<file path="config.mk">
export PLATFORM = sky130hd
export DESIGN_NAME = dual_pueo_beam_thresh_loader
export DESIGN_NICKNAME = d
export VERILOG_FILES = /design/src/rtl/beam_thresh_pkg.sv /design/src/rtl/dual_pueo_beam_thresh_loader.sv
export SDC_FILE = /design/constraint.sdc
export NUM_CORES = 1
export LEC_CHECK = 0
export CORE_AREA = 10 10 100 102
export DETAILED_ROUTE_END_ITERATION = 10
export DIE_AREA = 0 0 110 112
export GPL_ROUTABILITY_DRIVEN = 0
export PLACE_DENSITY_LB_ADDON = 0.2
export SLEW_MARGIN = 20
export SYNTH_ARGS = -nofsm -noshare
export SYNTH_HDL_FRONTEND = slang
export SYNTH_SLANG_ARGS = --single-unit
</file>
<file path="constraint.sdc">
create_clock -name clk_i -period 1.9 [get_ports clk_i]
set_input_delay 0.19 -clock clk_i [delete_from_list [all_inputs] [get_ports clk_i]]
set_output_delay 0.19 -clock clk_i [all_outputs]
set_load 0.05 [all_outputs]
</file>
<file path="src/rtl/beam_thresh_pkg.sv">
// Shared widths, broadcast index and sequencer state encoding for the beam threshold loader.
package beam_thresh_pkg;
  localparam int THRESH_BITS   = 18;
  localparam int BEAM_IDX_BITS = 8;
  localparam logic [BEAM_IDX_BITS-1:0] BEAM_IDX_BCAST = 8'hFF;

  typedef enum logic [2:0] {
    ST_INIT     = 3'd0,
    ST_INIT_UPD = 3'd1,
    ST_IDLE     = 3'd2,
    ST_UPD_WAIT = 3'd3,
    ST_UPD      = 3'd4
  } thresh_load_state_t;
endpackage

</file>
<file path="src/rtl/dual_pueo_beam_thresh_loader.sv">
// Threshold write sequencer for dual-beam DSP pairs: reset-time default load, per-beam/broadcast
// writes with 1-cycle ce latency, and a common update strobe placed at least one cycle after any ce.
module dual_pueo_beam_thresh_loader
  import beam_thresh_pkg::*;
#(
  parameter int                      NBEAMS         = 48,
  parameter logic [THRESH_BITS-1:0]  DEFAULT_THRESH = 18'h3FFFF,
  parameter string                   CLKTYPE        = "ACLK"
) (
  input  logic                     clk_i,
  input  logic                     rst_i,
  input  logic [THRESH_BITS-1:0]   s_thresh_tdata,
  input  logic [BEAM_IDX_BITS-1:0] s_thresh_tuser,
  input  logic                     s_thresh_tvalid,
  output logic                     s_thresh_tready,
  input  logic                     update_req_i,
  output logic                     update_ack_o,
  output logic [THRESH_BITS-1:0]   thresh_o,
  output logic [NBEAMS-1:0]        thresh_ce_o,
  output logic                     update_o,
  output logic                     init_done_o,
  output logic                     err_o
);

  localparam logic [BEAM_IDX_BITS-1:0] LAST_BEAM = BEAM_IDX_BITS'(NBEAMS - 1);

  if ((NBEAMS % 2) != 0 || NBEAMS > 254 || CLKTYPE == "") begin : g_param_check
    $error("dual_pueo_beam_thresh_loader: NBEAMS must be even and <= 254, CLKTYPE non-empty");
  end

  thresh_load_state_t       state;
  logic [BEAM_IDX_BITS-1:0] beam_cnt;
  logic                     pending;
  logic                     wr_hs;

  assign wr_hs = s_thresh_tvalid && s_thresh_tready;

  function automatic logic [NBEAMS-1:0] beam_onehot(input logic [BEAM_IDX_BITS-1:0] idx);
    logic [NBEAMS-1:0] oh;
    oh = '0;
    for (int i = 0; i < NBEAMS; i++) begin
      oh[i] = (idx == BEAM_IDX_BITS'(i));
    end
    return oh;
  endfunction

  always_ff @(posedge clk_i) begin
    if (rst_i) begin
      state           <= ST_INIT;
      beam_cnt        <= '0;
      pending         <= 1'b0;
      thresh_o        <= '0;
      thresh_ce_o     <= '0;
      update_o        <= 1'b0;
      update_ack_o    <= 1'b0;
      s_thresh_tready <= 1'b0;
      init_done_o     <= 1'b0;
      err_o           <= 1'b0;
    end else begin
      thresh_ce_o  <= '0;
      update_o     <= 1'b0;
      update_ack_o <= 1'b0;

      case (state)
        ST_INIT: begin
          thresh_o    <= DEFAULT_THRESH;
          thresh_ce_o <= beam_onehot(beam_cnt);
          if (update_req_i) pending <= 1'b1;
          if (beam_cnt == LAST_BEAM) begin
            beam_cnt <= '0;
            state    <= ST_INIT_UPD;
          end else begin
            beam_cnt <= beam_cnt + 1'b1;
          end
        end

        // One idle cycle after the last ce before the strobe lands.
        ST_INIT_UPD: begin
          update_o <= 1'b1;
          if (update_req_i) pending <= 1'b1;
          state <= ST_IDLE;
        end

        ST_IDLE: begin
          if (!s_thresh_tready) begin
            // Entry cycle after the reset commit: open the write port next cycle.
            s_thresh_tready <= 1'b1;
            init_done_o     <= 1'b1;
            if (update_req_i) pending <= 1'b1;
          end else begin
            if (wr_hs) begin
              if (s_thresh_tuser == BEAM_IDX_BCAST) begin
                thresh_o    <= s_thresh_tdata;
                thresh_ce_o <= '1;
              end else if (int'(s_thresh_tuser) < NBEAMS) begin
                thresh_o    <= s_thresh_tdata;
                thresh_ce_o <= beam_onehot(s_thresh_tuser);
              end else begin
                err_o <= 1'b1;
              end
            end
            if (update_req_i || pending) begin
              pending         <= 1'b0;
              s_thresh_tready <= 1'b0;
              state           <= ST_UPD_WAIT;
            end
          end
        end

        ST_UPD_WAIT: begin
          update_o     <= 1'b1;
          update_ack_o <= 1'b1;
          if (update_req_i) pending <= 1'b1;
          state <= ST_UPD;
        end

        ST_UPD: begin
          s_thresh_tready <= 1'b1;
          if (update_req_i) pending <= 1'b1;
          state <= ST_IDLE;
        end

        default: state <= ST_INIT;
      endcase
    end
  end

endmodule

</file>
==> metrics.md, run 1 <==
| Metric | Value |
|---|---|
| Die area | 0.0123 sq mm |
| HP Class | primary input to flop |
| Max Root-Sink Buffers | 2 |
| Worst Max-Slew Pin Slew | 0.558 ns |
| Critical Path Sink Type | flop |
| Worst Setup Start Kind | primary input |
| Unrepaired setup endpoints after global routing | no |
| Slew HR | 0.627 |
| Most common cell in the netlist | dfxtp_1 |
| Fin crit share | 0.945 |
| Pleak | 1.77 nW |
| Largest delay share family, worst path | buffers and inverters |
| Sequential share of the synthesized area | 0.469 |
| Diodes inserted | 0 |
| Clock root buffer | clkbuf_8 |
| Share of cells above drive strength 1 | 0.123 |
| Final setup fails | 0 |
| Critical path's largest stage delay | 0.54 ns |
| DRT Pass-1 Iters | 5 |
| Syn Nets | 444 |
| Die X-Extent | 110 um |
| CP Class | primary input to flop |
| Vias/cell | 5.52 |
| Starting Density | 0.440 |
| Final min period | 1.79 ns |
| Hold path cells | 2 |
| Dpl cell area | 0.00485 sq mm |
| Slew Viols, Final | 0 |
| CORE AREA | 0.00805 sq mm |
| Mean cell area of the mapped netlist | 8.64 sq um |
| NumNets Final | 558 |
| GRT overflow | 0 |
| WL final | 10500 um |
| Clk slew on worst S/H paths | 0.09 ns |
| Post-route ant nets | 0 |
| Dpl ws | -0.279 ns |
| Worst EP required | 2.15 ns |
| Final Skew | 0.0121 ns |
| Power per cell area | 798 mW/mm^2 |
| P&R area growth vs syn | 42.1% |
| Clock Latency Late Sink | 0.36 ns |
| Min Hold Slack | 0.458 ns |
| Yosys warns | 0 |
| WP data arrival | 2.04 ns |
| Outcome | finished clean |
| First-pass GRT wire length | 16700 um |
| Final Cell Area | 0.00503 sq mm |
| Cell count after synthesis | 410 |
| Clk sink count | 83 |
| FMAX | 557 MHz |
| Setup ws final | 0.105 ns |
| Num ports | 101 |
| Final total power | 4.02 mW |
| Slowest cell on the critical path | clkdlybuf4s50_1 |
| Cell accounting for the most synthesized area | dfxtp_1 |
| Top cell type's share of synthesized area | 0.469 |
| I/O Buffers | 100 |
| Vias in the first global route | 3195 |
| Detail Placement HPWL | 7860 um |
| CP max FO | 18 |
| Post-layout util | 0.625 |
| Yosys reg bits | 83 |
| Top FF cell, synth | dfxtp_1 |
| Worst reg2reg endpoint | beam_cnt[7] |
| Async SR Flop Fraction | 0 |
| DRT iter0 DRCs | 261 |
| Synth Cell Area | 0.00354 sq mm |
| Largest net degree at the start of global routing | 31 |
| R2R Setup Slk | 0.21 ns |
| Synth cell types | 43 |
| Reg2reg start | state[0] |
| DIE HEIGHT | 112 um |
| R2R cell count | 4 |
| DR DRC count | 0 |
| Max VDD drop | 0.497 mV |
| Hold path start | s_thresh_tdata[7] |
| H-tree Lvls | 3 |
| TritonCTS Buffers | 9 |
| Number of enable flip-flop cells after synthesis | 0 |
| Count of final hold-check violations | 0 |
| Initial antenna violation count | 0 |
| # rows | 33 |
| CTS tree | built |
| Most frequent cells after synthesis | dfxtp_1, o21ai_0, nor2_1, clkbuf_1, nand3_1 |
| Worst hold path endpoint | thresh_o[7] |
| Vias | 3497 |
| Routed wire per std cell | 16.6 um |
| Buf+Inv Stages, Crit Path | 2 |
| Global Route Usage Sum | 0.169 |
| Synth area leaders | dfxtp_1, o21ai_0, nor2_1 |
| Max Cap Viol | 0 |
| Crit-path cells | clkdlybuf4s50_1 > nand4_2 > o31a_1 > or3b_1 > buf_4 > o221a_1 |
## kinds of logic after synthesis
kind of cell,count (synthesis),synth area share
simple gates,149,0.222
fa+ha+maj,4,0.0141
xor+xnor,7,0.0173
buf+inv,39,0.0459
compound gates,128,0.232
flops,83,0.469
## cell type report
type                    instances  area [sq um]
multi-input cells             288          1730
well taps                     105           131
fillers                       741          3020
clock buffers                   9           124
repair buffers                138          1310
flip-flops and latches         83          1660
inverters                       4          15.0
clock inverters                 7          58.8
## worst max-delay path by stage
stage                 endpoint  cells after the start               from  slack (ns)
4_1_cts        s_thresh_tready                      1    s_thresh_tready        0.01
6_report          thresh_o[15]                      6  s_thresh_tuser[5]        0.11
3_5_place_dp       thresh_o[8]                      6  s_thresh_tuser[5]       -0.28
2_1_floorplan      thresh_o[0]                      5    s_thresh_tready        0.03
5_1_grt           thresh_o[16]                      6  s_thresh_tuser[5]        0.03
3_3_place_gp       thresh_o[5]                      6  s_thresh_tuser[5]       -0.23
## power breakdown
group	switching [mW]	leakage (nW)	internal [mW]
Sequential	0.0772	0.677	1.83
Clock	0.686	0.0868	0.492
Combinational	0.576	1.01	0.355
## cells in the final DEF, fill, tap and decap left out, drive strengths merged, types with 3 or more instances in the layout
cell / count
nand4b: 4
xnor2: 5
dfxtp: 83
nor3: 5
nor4: 6
a32o: 6
a21oi: 21
or4b: 6
inv: 7
or3: 3
o221a: 18
buf: 38
or4bb: 4
nand3: 24
clkbuf: 9
nand2: 15
and2: 6
o21ai: 72
a32oi: 3
ha: 4
nand2b: 3
clkdlybuf4s50: 99
nor2: 58
## per-stage QoR
stage / setup TNS [ns] / cells
finish: 0 / 634
global route: 0 / 634
CTS: 0 / 634
detailed placement: -8.04 / 618
global placement: -7.00 / 618
floorplan: 0 / 410
## registers in the layout, summed over array words and instances (netlist names)
name / flops
thresh_ce_o: 48
init_done_o: 1
thresh_o: 18
beam_cnt: 8
s_thresh_tready: 1
err_o: 1
pending: 1
state: 3
update_o: 1
update_ack_o: 1
## repair_timing
| action | CTS | global route |
|---|---|---|
| gates resized for setup | 0 | 1 |
| endpoints found under the setup margin | 0 | 1 |
| buffers inserted | 0 | 0 |
| hold endpoints to repair | 0 | 0 |
| hold buffers | 0 | 0 |
## routing by layer
metal  GRT usage  wire length (um)  vias to the layer above
met3      0.0444               809                       16
met1       0.207              4250                     1636
li1            -                 -                     1717
met2       0.277              5310                      128
met4      0.0564               175                        0
met5           0                 0                        -
Note: power is estimated with default switching activity, not from simulation.
==> run 2: changes to the inputs <==
CORE_AREA = 3 3 93 95   (was 10 10 100 102)
DIE_AREA = 0 0 96 98   (was 0 0 110 112)
PLACE_DENSITY = 0.8   (was not set)
PLACE_DENSITY_LB_ADDON = not set   (was 0.2)
SLEW_MARGIN = not set   (was 20)
==> run 2 against run 1 <==
Against the previous run:
- worst hold slack improved by 0.0097 ns
- sequential share of layout area rose by 0.23 points
- critical endpoint unchanged
- global-route usage grew 6.0 points
- sequential cell count did not move
- clock skew rose by 0.0012 ns
- wire length increased by 1.0%
- clock power about the same
- sequential power about the same
- utilization is 1.5 points higher
- combinational power up 2%
- setup slack worse by 0.049 ns
- register-to-register slack got worse by 0.05 ns
==> metrics.md, run 2 (synthesized netlist as in run 1, its figures left out) <==
| Metric | Value |
|---|---|
| Outcome | finished clean (unchanged) |
| Slew Viols, Final | 0 (unchanged) |
| Vias | 3648 (was 3497) |
| Unrepaired setup endpoints after global routing | no (unchanged) |
| Reg2reg start | state[0] (unchanged) |
| FMAX | 543 MHz (was 557 MHz) |
| Worst EP required | 2.15 ns (about the same) |
| WL met2 | 5350 um (was 5310 um) |
| # rows | 32 (was 33) |
| Post-route ant nets | 0 (unchanged) |
| Fin crit share | 0.970 (was 0.945) |
| Max Cap Viol | 0 (unchanged) |
| Worst Setup Start Kind | primary input (unchanged) |
| Min Hold Slack | 0.468 ns (was 0.458 ns) |
| Final setup fails | 0 (unchanged) |
| Dpl ws | -0.288 ns (was -0.279 ns) |
| Share of cells above drive strength 1 | 0.113 (was 0.123) |
| Routed wire per std cell | 17.0 um (was 16.6 um) |
| CP max FO | 18 (unchanged) |
| Final Skew | 0.0133 ns (was 0.0121 ns) |
| Clk sink count | 83 (unchanged) |
| Num ports | 101 (unchanged) |
| R2R cell count | 5 (was 4) |
| Wl on met1 | 4180 um (was 4250 um) |
| Max reg flops | 48 (unchanged) |
| Clk slew on worst S/H paths | 0.08 ns (was 0.09 ns) |
| WL final | 10700 um (was 10500 um) |
| Count of final hold-check violations | 0 (unchanged) |
| Max Root-Sink Buffers | 2 (unchanged) |
| First-pass GRT wire length | 16800 um (was 16700 um) |
| Most flops, register | thresh_ce_o (unchanged) |
| Clk pwr share | 0.295 (was 0.293) |
| DRT Pass-1 Iters | 8 (was 5) |
| Largest registers | thresh_ce_o: 48 flops, thresh_o: 18 flops, beam_cnt: 8 flops (unchanged) |
| R2R Setup Slk | 0.16 ns (was 0.21 ns) |
| Diodes inserted | 0 (unchanged) |
| Worst hold path endpoint | thresh_o[8] (was thresh_o[7]) |
| Final min period | 1.84 ns (was 1.79 ns) |
| Postcts setup bufs | 0 (unchanged) |
| Die X-Extent | 96 um (was 110 um) |
| Final std cells w/o fill | 625 (was 634) |
| CTS tree | built (unchanged) |
| Clock Latency Late Sink | 0.36 ns (about the same) |
| HP Class | primary input to flop (unchanged) |
| Max VDD drop | 0.331 mV (was 0.497 mV) |
| Hold buffers post-CTS | 0 (unchanged) |
| P&R area growth vs syn | 41.1% (was 42.1%) |
| Worst reg2reg endpoint | thresh_o[15] (was beam_cnt[7]) |
| Vias/cell | 5.84 (was 5.52) |
| WP data arrival | 2.09 ns (was 2.04 ns) |
| GRT overflow | 0 (unchanged) |
| DR DRC count | 0 (unchanged) |
| Hold path cells | 2 (unchanged) |
| Global Route Usage Sum | 0.229 (was 0.169) |
| Initial antenna violation count | 0 (unchanged) |
| Vias in the first global route | 3362 (was 3195) |
| Switching Fraction | 0.316 (was 0.333) |
| DIE HEIGHT | 98 um (was 112 um) |
| Detail Placement HPWL | 7670 um (was 7860 um) |
| Psw | 1.28 mW (was 1.34 mW) |
| H-tree Lvls | 3 (unchanged) |
| Critical Path Sink Type | flop (unchanged) |
| Hold path start | s_thresh_tdata[8] (was s_thresh_tdata[7]) |
| Sequential cell fraction of total power | 0.472 (was 0.475) |
| Power per cell area | 813 mW/mm^2 (was 798 mW/mm^2) |
| Most common cell after layout, fill and taps aside | clkdlybuf4s50_1 (unchanged) |
| Starting Density | 0.454 (was 0.440) |
| CP Class | primary input to flop (unchanged) |
| NumNets Final | 553 (was 558) |
| DRT iter0 DRCs | 487 (was 261) |
| TritonCTS Buffers | 9 (unchanged) |
| CP startpoint | s_thresh_tuser[5] (unchanged) |
| Met3 Wirelength | 813 um (was 809 um) |
| Highest Signal Layer | met4 (unchanged) |
| Worst Max-Slew Pin Slew | 0.554 ns (was 0.558 ns) |
| Clock root buffer | clkbuf_8 (unchanged) |
| Cell Int Power | 2.78 mW (was 2.68 mW) |
| Slew HR | 0.630 (was 0.627) |
| CORE AREA | 0.00781 sq mm (was 0.00805 sq mm) |
| Die area | 0.00941 sq mm (was 0.0123 sq mm) |
| Largest net degree at the start of global routing | 31 (unchanged) |
| Final total power | 4.06 mW (was 4.02 mW) |
| Combinational share of power | 0.233 (was 0.232) |
| Placed Cells | 610 (was 618) |
| Pleak | 1.75 nW (was 1.77 nW) |
| Commonest cells after routing, fill and taps aside | clkdlybuf4s50_1, dfxtp_1, o21ai_0, nor2_1, buf_4 (unchanged) |
| Setup TNS | 0 ns (unchanged) |
| I/O Buffers | 100 (unchanged) |
| Fill cells | 633 (was 741) |
| Setup ws final | 0.0569 ns (was 0.105 ns) |
==> run 2: cell count changes in the layout (fill, tap and decap cells not counted) <==
cell	change
buf_4	-5
bufinv_16	+1
clkbuf_1	+1
clkinv_2	+2
clkinv_4	-2
inv_6	-3
nor4b_1	-1
nor4b_2	+1
==> run 2: metrics by stage <==
stage	area, sq um	utilization
global placement	4810	0.616
CTS	4990	0.639
finish	5000	0.640
detailed placement	4810	0.616
global route	5000	0.640
floorplan	3540	-
==> run 2: metal layers <==
metal / track usage / vias to the layer above
met1: 0.285 / 1705
met4: 0.0821 / 0
li1: - / 1699
met5: 0 / -
met3: 0.0547 / 35
met2: 0.380 / 209
==> run 2: cell type report <==
class	count	area, sq um	area share
Multi-Input combinational cell	288	1740	0.347
Sequential cell	83	1660	0.332
Clock buffer	10	128	0.0255
Timing Repair Buffer	133	1280	0.255
Clock inverter	5	55.1	0.0110
Inverter	4	15.0	0.00300
Tap cell	102	128	0.0255
==> run 2: power groups by stage <==
stage	Combinational, mW	Sequential, mW	Clock, mW
after floorplan	0.336	2.16	0
after global placement	0.902	1.95	0
after detailed placement	0.931	1.95	0
after CTS	0.936	1.91	1.23
after global routing	0.999	1.93	1.30
final	0.948	1.92	1.20
==> run 2: how the worst max path moves through the flow <==
stage	endpoint	cells past startpoint
after floorplan	thresh_o[0]	5
after global placement	thresh_o[17]	7
after detailed placement	thresh_o[15]	7
after CTS	s_thresh_tready	1
after global routing	thresh_o[4]	7
final	thresh_o[15]	7
==> run 2: repair_timing <==
action / 4_1_cts / 5_1_grt
endpoints found under the setup margin: 0 / 2
hold endpoints to repair: 0 / 0
gates resized for setup: 0 / 2
==> run 2: critical path, stage by stage <==
cell,delay [ns]
clkdlybuf4s50_1,0.44
buf_4,0.16
a211o_1,0.29
o31a_1,0.15
or3b_1,0.41
buf_4,0.21
o221a_1,0.25
